**config.mk**
```make
export PLATFORM = sky130hd
export DESIGN_NAME = axi2sram_slave
export DESIGN_NICKNAME = d
export VERILOG_FILES = /design/src/rtl/axi_pkg.sv /design/src/rtl/axi_burst_addr.sv /design/src/rtl/axi2sram_slave.sv
export SDC_FILE = /design/constraint.sdc
export NUM_CORES = 1
export LEC_CHECK = 0
export BUFFER_PORTS_ARGS = -buffer_cell sky130_fd_sc_hd__buf_2
export CORE_AREA = 2 2 158 160
export DETAILED_ROUTE_END_ITERATION = 16
export DIE_AREA = 0 0 160 162
export HOLD_SLACK_MARGIN = 0.03
export PLACE_DENSITY = 0.63
export SYNTH_ARGS = -nofsm -noshare
export SYNTH_HDL_FRONTEND = slang
export SYNTH_SLANG_ARGS = --single-unit
```
**constraint.sdc**
```tcl
create_clock -name clock -period 3.35 [get_ports clock]
set_input_delay 0.1675 -clock clock [delete_from_list [all_inputs] [get_ports clock]]
set_output_delay 0.1675 -clock clock [all_outputs]
set_load 0.1 [all_outputs]
```
**src/rtl/axi_pkg.sv**
```systemverilog
// Shared AXI4 types, response/burst encodings and slave FSM states.
// The response classifier decides once per transaction whether it gets OKAY, SLVERR or DECERR.
package axi_pkg;

    localparam int ADDR_W = 32;
    localparam int ID_W   = 4;
    localparam int LEN_W  = 8;
    localparam int SIZE_W = 3;
    localparam int DATA_W = 64;
    localparam int STRB_W = 8;

    localparam logic [1:0] RESP_OKAY   = 2'b00;
    localparam logic [1:0] RESP_SLVERR = 2'b10;
    localparam logic [1:0] RESP_DECERR = 2'b11;

    localparam logic [1:0] BURST_FIXED = 2'b00;
    localparam logic [1:0] BURST_INCR  = 2'b01;
    localparam logic [1:0] BURST_WRAP  = 2'b10;

    typedef enum logic [2:0] {
        ST_IDLE,
        ST_RD_REQ,
        ST_RD_WAIT,
        ST_RD_DATA,
        ST_WR_DATA,
        ST_WR_RESP
    } state_t;

    // Address bits at and above win_lsb must match the window base, otherwise nobody is there.
    function automatic logic [1:0] resp_class(
        input logic [ADDR_W-1:0] addr,
        input logic [ADDR_W-1:0] base,
        input int                win_lsb,
        input logic [SIZE_W-1:0] size,
        input logic [1:0]        burst
    );
        logic [ADDR_W-1:0] diff;
        diff = (addr ^ base) >> win_lsb;
        if (diff != '0)
            return RESP_DECERR;
        if (burst == BURST_WRAP || burst == 2'b11 || size > 3'd3)
            return RESP_SLVERR;
        return RESP_OKAY;
    endfunction

endpackage

```
**src/rtl/axi_burst_addr.sv**
```systemverilog
// Next beat address for a burst: INCR steps by 2^size with 32-bit wrap, anything else holds.
// Purely combinational, no backpressure.
module axi_burst_addr
    import axi_pkg::*;
(
    input  logic [ADDR_W-1:0] i_addr,
    input  logic [SIZE_W-1:0] i_size,
    input  logic [1:0]        i_burst,
    output logic [ADDR_W-1:0] o_next_addr
);

    always_comb begin
        o_next_addr = i_addr;
        if (i_burst == BURST_INCR)
            o_next_addr = i_addr + (32'd1 << i_size);
    end

endmodule

```
**src/rtl/axi2sram_slave.sv**
```systemverilog
// AXI4 slave serving one transaction at a time from a 1-cycle-latency single-port SRAM.
// Reads: rvalid 3 cycles after AR/R handshake, held until rready; writes: 1 beat/cycle, bvalid held until bready.
module axi2sram_slave
    import axi_pkg::*;
#(
    parameter logic [31:0] BASE   = 32'h1000_0000,
    parameter int          MEM_AW = 10
) (
    input  logic                clock,
    input  logic                reset,
    input  logic                io_slave_awvalid,
    input  logic [ID_W-1:0]     io_slave_awid,
    input  logic [ADDR_W-1:0]   io_slave_awaddr,
    input  logic [LEN_W-1:0]    io_slave_awlen,
    input  logic [SIZE_W-1:0]   io_slave_awsize,
    input  logic [1:0]          io_slave_awburst,
    output logic                io_slave_awready,
    input  logic                io_slave_wvalid,
    input  logic [DATA_W-1:0]   io_slave_wdata,
    input  logic [STRB_W-1:0]   io_slave_wstrb,
    input  logic                io_slave_wlast,
    output logic                io_slave_wready,
    output logic                io_slave_bvalid,
    output logic [ID_W-1:0]     io_slave_bid,
    output logic [1:0]          io_slave_bresp,
    input  logic                io_slave_bready,
    input  logic                io_slave_arvalid,
    input  logic [ID_W-1:0]     io_slave_arid,
    input  logic [ADDR_W-1:0]   io_slave_araddr,
    input  logic [LEN_W-1:0]    io_slave_arlen,
    input  logic [SIZE_W-1:0]   io_slave_arsize,
    input  logic [1:0]          io_slave_arburst,
    output logic                io_slave_arready,
    output logic                io_slave_rvalid,
    output logic [ID_W-1:0]     io_slave_rid,
    output logic [1:0]          io_slave_rresp,
    output logic [DATA_W-1:0]   io_slave_rdata,
    output logic                io_slave_rlast,
    input  logic                io_slave_rready,
    output logic                mem_cen,
    output logic                mem_wen,
    output logic [MEM_AW-1:0]   mem_addr,
    output logic [STRB_W-1:0]   mem_wstrb,
    output logic [DATA_W-1:0]   mem_wdata,
    input  logic [DATA_W-1:0]   mem_rdata
);

    state_t              r_state;
    state_t              w_state_nxt;
    logic [ID_W-1:0]     r_id;
    logic [ADDR_W-1:0]   r_addr;
    logic [LEN_W-1:0]    r_len;
    logic [SIZE_W-1:0]   r_size;
    logic [1:0]          r_burst;
    logic [1:0]          r_resp;
    logic [LEN_W:0]      r_beat;
    logic [DATA_W-1:0]   r_rdata;
    logic [ADDR_W-1:0]   w_next_addr;
    logic                w_last_beat;
    logic                w_in_len;
    logic                w_ar_hs;
    logic                w_aw_hs;
    logic                w_w_hs;
    logic                w_r_hs;
    logic                w_b_hs;
    logic [1:0]          w_ar_cls;
    logic [1:0]          w_aw_cls;

    axi_burst_addr u_burst_addr (
        .i_addr      (r_addr),
        .i_size      (r_size),
        .i_burst     (r_burst),
        .o_next_addr (w_next_addr)
    );

    // Beat counter is one bit wider than len so overlong write bursts saturate past any len.
    assign w_last_beat = (r_beat == {1'b0, r_len});
    assign w_in_len    = (r_beat <= {1'b0, r_len});
    assign w_ar_cls    = resp_class(io_slave_araddr, BASE, MEM_AW + 3, io_slave_arsize, io_slave_arburst);
    assign w_aw_cls    = resp_class(io_slave_awaddr, BASE, MEM_AW + 3, io_slave_awsize, io_slave_awburst);

    assign io_slave_arready = (r_state == ST_IDLE) && !reset;
    assign io_slave_awready = (r_state == ST_IDLE) && !reset && !io_slave_arvalid;
    assign io_slave_wready  = (r_state == ST_WR_DATA) && !reset;
    assign io_slave_rvalid  = (r_state == ST_RD_DATA) && !reset;
    assign io_slave_rlast   = io_slave_rvalid && w_last_beat;
    assign io_slave_bvalid  = (r_state == ST_WR_RESP) && !reset;
    assign io_slave_rid     = r_id;
    assign io_slave_bid     = r_id;
    assign io_slave_rresp   = r_resp;
    assign io_slave_bresp   = r_resp;
    assign io_slave_rdata   = r_rdata;

    assign w_ar_hs = io_slave_arvalid && io_slave_arready;
    assign w_aw_hs = io_slave_awvalid && io_slave_awready;
    assign w_w_hs  = io_slave_wvalid  && io_slave_wready;
    assign w_r_hs  = io_slave_rvalid  && io_slave_rready;
    assign w_b_hs  = io_slave_bvalid  && io_slave_bready;

    always_ff @(posedge clock) begin
        if (reset)
            r_state <= ST_IDLE;
        else
            r_state <= w_state_nxt;
    end

    always_comb begin
        w_state_nxt = r_state;
        mem_cen     = 1'b0;
        mem_wen     = 1'b0;
        mem_wstrb   = '0;
        mem_wdata   = '0;
        mem_addr    = r_addr[MEM_AW+2:3];
        case (r_state)
            ST_IDLE: begin
                if (w_ar_hs)
                    w_state_nxt = ST_RD_REQ;
                else if (w_aw_hs)
                    w_state_nxt = ST_WR_DATA;
            end
            ST_RD_REQ: begin
                mem_cen     = (r_resp == RESP_OKAY) && !reset;
                w_state_nxt = ST_RD_WAIT;
            end
            ST_RD_WAIT: w_state_nxt = ST_RD_DATA;
            ST_RD_DATA: begin
                if (w_r_hs)
                    w_state_nxt = w_last_beat ? ST_IDLE : ST_RD_REQ;
            end
            ST_WR_DATA: begin
                if (w_w_hs) begin
                    if (r_resp == RESP_OKAY && w_in_len) begin
                        mem_cen   = 1'b1;
                        mem_wen   = 1'b1;
                        mem_wstrb = io_slave_wstrb;
                        mem_wdata = io_slave_wdata;
                    end
                    if (io_slave_wlast)
                        w_state_nxt = ST_WR_RESP;
                end
            end
            ST_WR_RESP: begin
                if (w_b_hs)
                    w_state_nxt = ST_IDLE;
            end
            default: w_state_nxt = ST_IDLE;
        endcase
    end

    always_ff @(posedge clock) begin
        if (reset) begin
            r_id    <= '0;
            r_addr  <= '0;
            r_len   <= '0;
            r_size  <= '0;
            r_burst <= '0;
            r_resp  <= '0;
            r_beat  <= '0;
            r_rdata <= '0;
        end else begin
            if (w_ar_hs) begin
                r_id    <= io_slave_arid;
                r_addr  <= io_slave_araddr;
                r_len   <= io_slave_arlen;
                r_size  <= io_slave_arsize;
                r_burst <= io_slave_arburst;
                r_resp  <= w_ar_cls;
                r_beat  <= '0;
            end else if (w_aw_hs) begin
                r_id    <= io_slave_awid;
                r_addr  <= io_slave_awaddr;
                r_len   <= io_slave_awlen;
                r_size  <= io_slave_awsize;
                r_burst <= io_slave_awburst;
                r_resp  <= w_aw_cls;
                r_beat  <= '0;
            end
            if (r_state == ST_RD_WAIT)
                r_rdata <= (r_resp == RESP_OKAY) ? mem_rdata : '0;
            if (w_r_hs && !w_last_beat) begin
                r_addr <= w_next_addr;
                r_beat <= r_beat + 9'd1;
            end
            if (w_w_hs) begin
                r_addr <= w_next_addr;
                if (!r_beat[LEN_W])
                    r_beat <= r_beat + 9'd1;
                // A short or long burst is reported, but an address decode error takes precedence.
                if (io_slave_wlast && !w_last_beat && r_resp != RESP_DECERR)
                    r_resp <= RESP_SLVERR;
            end
        end
    end

endmodule

```
[Word level (Yosys, flattened, before mapping)]
Cells that the tools add are included.
Operators by class
  reductions and logical operators: 30
  mux-type cells: 55
  eq/ne operators: 17
  $lt $le $gt $ge: 3
  shift operators: 1
  bitwise gates (word level): 2
  $add $sub $neg: 2
Operator list (number)
  $mux W64: 4
  $mux W32: 5
  $reduce_bool A32 Y1: 2
  $mux W9: 5
  $mux W8: 5
  $add A32 B32 Y32: 1
  $shl A1 B3 Y32 const A: 1
  $mux W2: 14
  $mux W3: 8
  $pmux W3 S6: 1
  $logic_and A1 B1 Y1: 16
  $mux W1: 10
  $ne A2 B2 Y1 const B: 5
  $add A9 B1 Y9 const B: 1
  $eq A9 B8 Y1: 1
  $le A9 B8 Y1: 1
  $eq A2 B2 Y1 const B: 4
  $mux W4: 2
  $eq A3 B2 Y1 const B: 2
  $eq A3 B3 Y1 const B: 2
  $gt A3 B2 Y1 const B: 2
  $reduce_and A5 Y1: 1
  $logic_or A1 B1 Y1: 4
  $reduce_bool A4 Y1: 1
  other kinds (9): 12
Word-level totals
  register bits after elaboration: 127

[Longest topological paths before layout]
  word-level depth: 11
  gate-level depth with buffers: 10

[Modules after synthesis]
From an unflattened synthesis, not the netlist that was laid out.
Unflattened totals
  cell total of the unflattened synthesis: 1027
  area, all modules: 8237.9 um^2
By module, submodules not included
  axi2sram_slave: area each 7208.2 um^2, cells each 870, instances 1
  axi_burst_addr: area each 1029.7 um^2, cells each 157, instances 1

[Worst setup path after synthesis]
Ideal clock, no wire load.
  path kind: reg-to-output
  start: reg r_state[1]
  end: out mem_wdata[62]
  stages on the path, launching flop included: 8
  path slack: -0.532 ns
  required time: 3.182 ns
  arrival: 3.714 ns
  path through: dfxtp_1 > buf_6 > nor4b_4 > nand3_1 > or4_1 > o22ai_1 > buf_2 > and2_1
On the way
  cells in the longest elaborated chain, start to end: 5
Ends and longest elaborated chain
  from (decl): line axi2sram_slave.sv:48  | state_t r_state;
  from (signal assigned): line axi2sram_slave.sv:104  | r_state <= w_state_nxt;
  $eq A3 B3 Y1: line axi2sram_slave.sv:84  | assign io_slave_wready = (r_state == ST_WR_DATA) && !reset;
  $logic_and A1 B1 Y1: line axi2sram_slave.sv:84
  via io_slave_wready: line axi2sram_slave.sv:22  | output logic io_slave_wready,
  $logic_and A1 B1 Y1: line axi2sram_slave.sv:96  | assign w_w_hs = io_slave_wvalid && io_slave_wready;
  $mux W64: line axi2sram_slave.sv:131  | if (w_w_hs) begin
  $mux W64: line axi2sram_slave.sv:114  | case (r_state)
  to (decl): line axi2sram_slave.sv:44  | output logic [DATA_W-1:0] mem_wdata,
The timed path passes the listed nets, and every way through them passes these cells.

[Final worst setup path]
  start: reg r_state[0]
  end: out mem_wstrb[7]
On the way
  cells in the longest elaborated chain, start to end: 5
Ends and longest elaborated chain
  $eq A3 B3 Y1 *: line axi2sram_slave.sv:84, axi2sram_slave.sv:114
  $logic_and A1 B1 Y1: line axi2sram_slave.sv:84
  $logic_and A1 B1 Y1: line axi2sram_slave.sv:96
  $mux W8: line axi2sram_slave.sv:131
  $mux W8 *: line axi2sram_slave.sv:114
  to (decl): line axi2sram_slave.sv:43  | output logic [STRB_W-1:0] mem_wstrb,
Mark *: on every way between the ends. The rest lies on a longest branch, timed or not.

==> impl_summary.md <==
Worst setup path
The worst register-to-register path ends at r_addr[9]. The reg-to-reg setup timing slack is 0.64 ns. The kind of start point of the critical path is a flip-flop. The critical-path maximum fanout is 32. The reg-to-reg startpoint is r_size[0].

For the worst flop-to-flop path, the logic depth is 8. The category of the worst setup path capture point is an output pin. STA puts the critical path data required time at 3.18 ns.

The category of the most critical setup path is reg -> out. At the worst endpoint, the arrival time is 2.84 ns.

Yosys
The number of flops mapped to enable cells by yosys is 0. The number of distinct library cells after synthesis is 57. Of all cell types, the one taking the most synthesized area is sky130_fd_sc_hd__dfxtp_1.

Sorting the synthesized cells by area gives the leading types as sky130_fd_sc_hd__dfxtp_1 (37%), sky130_fd_sc_hd__nand2_1 (8.7%), sky130_fd_sc_hd__a21oi_1 (8.1%), sky130_fd_sc_hd__and2_1 (8.0%), sky130_fd_sc_hd__nand3_1 (6.5%). The dominant register cell in the synthesized netlist is sky130_fd_sc_hd__dfxtp_1. The cell area after synthesis is 0.00592 mm2.

Yosys printed 0 warnings. The mean area per synthesized cell is 7.55 um2. After synthesis, flip-flops and latches occupy 36.5% of the total area. The number of flip-flops and latches in the synthesized netlist is 108.

Of the post-synthesis cell area, the dominant cell type holds 36.5%. The net count of the mapped netlist is 1045. In the synthesized netlist the async set-or-reset flop fraction comes to 0%. The synthesized instance count is 785.

CTS
After clock tree synthesis, the flow added hold-fix buffers numbering 0. The clock sink count is 108. The H-tree was split into 3 levels. The master cell of the clock root buffer is sky130_fd_sc_hd__clkbuf_16. The clock reaches the later pin of the worst-skew pair after 0.36 ns. The clock tree from TritonCTS is done.

Clock tree synthesis inserted a total of 9 buffers. The clock transition at the registers of the reported paths is 0.08 ns. The maximum count of clock buffers along a single path is 2. The post-cts sizing count is 0. The number of buffers added for setup after CTS is 0.

Worst hold path
The hold-critical path depth is 3. The startpoint of the lowest-slack hold path is mem_rdata[52]. The worst hold path terminates at io_slave_rdata[52]. The worst hold path belongs to the class in -> reg.

Cells and area
The final layout contains 1405 nets. Counting the fill cells in the layout gives 2440. Relative to the synthesized area, the layout overhead comes to 62.1%. Excluding fillers, the count of instances in the completed layout stands at 1480. The fraction of layout cells with a size suffix above 1 is 45.7%.

Leaving out fill and tap cells, the most frequent cell in the layout is sky130_fd_sc_hd__buf_2. In the layout the commonest cells are sky130_fd_sc_hd__buf_2 (334), sky130_fd_sc_hd__nand2_1 (137), sky130_fd_sc_hd__dfxtp_1 (108), sky130_fd_sc_hd__a21oi_1 (96), sky130_fd_sc_hd__nand3_1 (77).

Timing
The measured slew at the worst slew-check pin is 0.762 ns. The part of the cycle the worst path needs is 89.9%. The relative max-transition margin is 48.9%. The final count of pins violating max slew is 0.

The highest clock rate is 0.332 GHz. Setup repair after global routing left no endpoint under its margin. The worst-case clock skew is 0.0143 ns.

Setup violations remaining at the end of the flow were counted as 0. Subtracting the final worst setup slack from the clock period gives 3.01 ns. Setup slack on the critical path of the routed design comes to 0.340 ns. The final hold violation count is 0. Adding up every negative setup slack in the final design gives 0 ns.

Floorplan
The floorplan step defined a die boundary enclosing 0.0259 mm2. The vertical extent of the die is 162 um. The initial core utilization is 24.6%. For this design the top-level I/O count stands at 408. The core area is 0.0241 mm2. The initialized floorplan defines 57 standard-cell rows. The horizontal die dimension is 160 um.

GRT
The largest net degree at the start of global routing is 71. The first global-routing pass estimated 39800 um of wire. The total routing usage reported by global routing is 19.8%. The number of antenna violations at the first check in global routing is 7. The via count of the first global-routing pass is 6637.

For this run the aggregate overflow at the end of global routing stands at 0.

Routing
After detailed routing, the total wire length is 26500 um. The remaining routing DRC violations is 0. The routed layout has 7000 vias. After detailed routing, the average wire length per cell comes to 17.9 um.

For this block, the initial DRC count from the detailed router was 614. The detailed-router iteration count before antenna repair is 5. In the routed layout, each cell is associated on average with a via count of 4.73. The count of nets left with antenna violations once routing finished came out at 0.

Placement
The post-place setup slack is 0.676 ns. The detailed placer's ending HPWL is 21000 um. The weighted congestion at the end of routability-driven global placement is 0.858. The number of placed instances, taps included, is 1458. Buffers placed on the I/O ports in this run total 407.

Power
VDD sags by at most 0.270 mV. The leakage power is 0.00430 uW. The areal power density over the cells is 394 mW/mm2.

Run
The tool flagged a number of max-cap violations equal to 0.

Outcome
The flow ran to the end, and the final reports show no timing, DRC or antenna violations.
-- metal layers --
metal | GRT usage (%) | up-vias | wire length (um)
li1 | - | 3441 | -
met4 | 5.69 | 2 | 327
met3 | 5.59 | 22 | 2170
met1 | 25.6 | 3245 | 11400
met5 | 0 | - | 13
met2 | 32.3 | 290 | 12600
-- worst max-delay path, cell delays in order, from the launching register on --
cell	delay (ns)
sky130_fd_sc_hd__dfxtp_1	0.35
sky130_fd_sc_hd__nor4b_4	0.36
sky130_fd_sc_hd__nand3_1	0.19
sky130_fd_sc_hd__or4_1	0.48
sky130_fd_sc_hd__o22ai_4	0.38
sky130_fd_sc_hd__buf_4	0.33
sky130_fd_sc_hd__and2_2	0.22
sky130_fd_sc_hd__buf_12	0.18
-- per-stage QoR --
step	utilization (%)	cell area, um2	hold slack (ns)	total power (uW)
6_report	39.8	9600	0.0576	3780
2_1_floorplan	-	6020	0.278	2370
3_5_place_dp	38.6	9300	0.414	2740
4_1_cts	39.8	9580	0.0401	3810
5_1_grt	39.8	9600	0.0372	3960
3_3_place_gp	38.6	9300	0.407	2740
-- cells by family (layout without fill, tap and decap cells) --
logic type,count (synthesis),count (layout),share of synthesized area [%]
AOI/OAI and AO/OA,173,173,17.9
muxes,2,2,0.359
other,0,6,0
xor gates and xnor gates,6,6,0.887
adders and majority gates,18,18,3.93
buffers and inverters,92,457,7.96
and+or+nand+nor,386,386,32.5
DFF,108,108,36.5
-- layout make-up --
cell class / instances / area, um2 / area share (%)
timing repair buffer: 425 / 3260 / 33.9
tap: 324 / 405 / 4.22
clock buffer: 10 / 229 / 2.39
inverter: 16 / 60.1 / 0.626
clock inverter: 6 / 55.1 / 0.574
antenna: 6 / 15.0 / 0.156
multi-input combinational: 585 / 3420 / 35.6
sequential: 108 / 2160 / 22.5
-- power breakdown --
group          switching (uW)  internal (uW)
Clock                     544            521
Combinational             943            352
Sequential               65.7           1360
-- how the worst max path moves through the flow --
stage / from / endpoint / slack (ns) / cells past startpoint
floorplan: r_state[1] / mem_wdata[62] / -0.21 / 7
global placement: r_state[1] / mem_wdata[53] / 0.72 / 7
detailed placement: r_size[0] / r_addr[11] / 0.68 / 8
CTS: r_state[0] / mem_wstrb[7] / 0.30 / 7
global route: r_state[0] / mem_wstrb[7] / 0.13 / 7
finish: r_state[0] / mem_wstrb[7] / 0.34 / 7
-- Yosys cell counts (5+ instances only) --
cell type	instances
sky130_fd_sc_hd__nand2_1	137
sky130_fd_sc_hd__nand3_1	77
sky130_fd_sc_hd__buf_6	7
sky130_fd_sc_hd__clkbuf_1	46
sky130_fd_sc_hd__inv_1	15
sky130_fd_sc_hd__xor2_1	5
sky130_fd_sc_hd__nor3b_1	6
sky130_fd_sc_hd__dfxtp_1	108
sky130_fd_sc_hd__ha_1	17
sky130_fd_sc_hd__a311oi_1	19
sky130_fd_sc_hd__o21ai_0	13
sky130_fd_sc_hd__nor3_1	8
sky130_fd_sc_hd__buf_4	18
sky130_fd_sc_hd__buf_2	5
sky130_fd_sc_hd__or3_1	7
sky130_fd_sc_hd__nor4_1	8
sky130_fd_sc_hd__and2_1	76
sky130_fd_sc_hd__a31oi_1	8
sky130_fd_sc_hd__nand4_1	8
sky130_fd_sc_hd__a21oi_1	96
sky130_fd_sc_hd__nor2_1	38
-- sequential cells by signal (all words and copies together), names as in the netlist --
register,cells
io_slave_rdata,64
r_addr,13
r_len,8
io_slave_bresp,2
r_state,3
r_burst,2
r_size,3
r_beat,9
io_slave_bid,4
No activity file was read; power rests on OpenSTA's default activity.
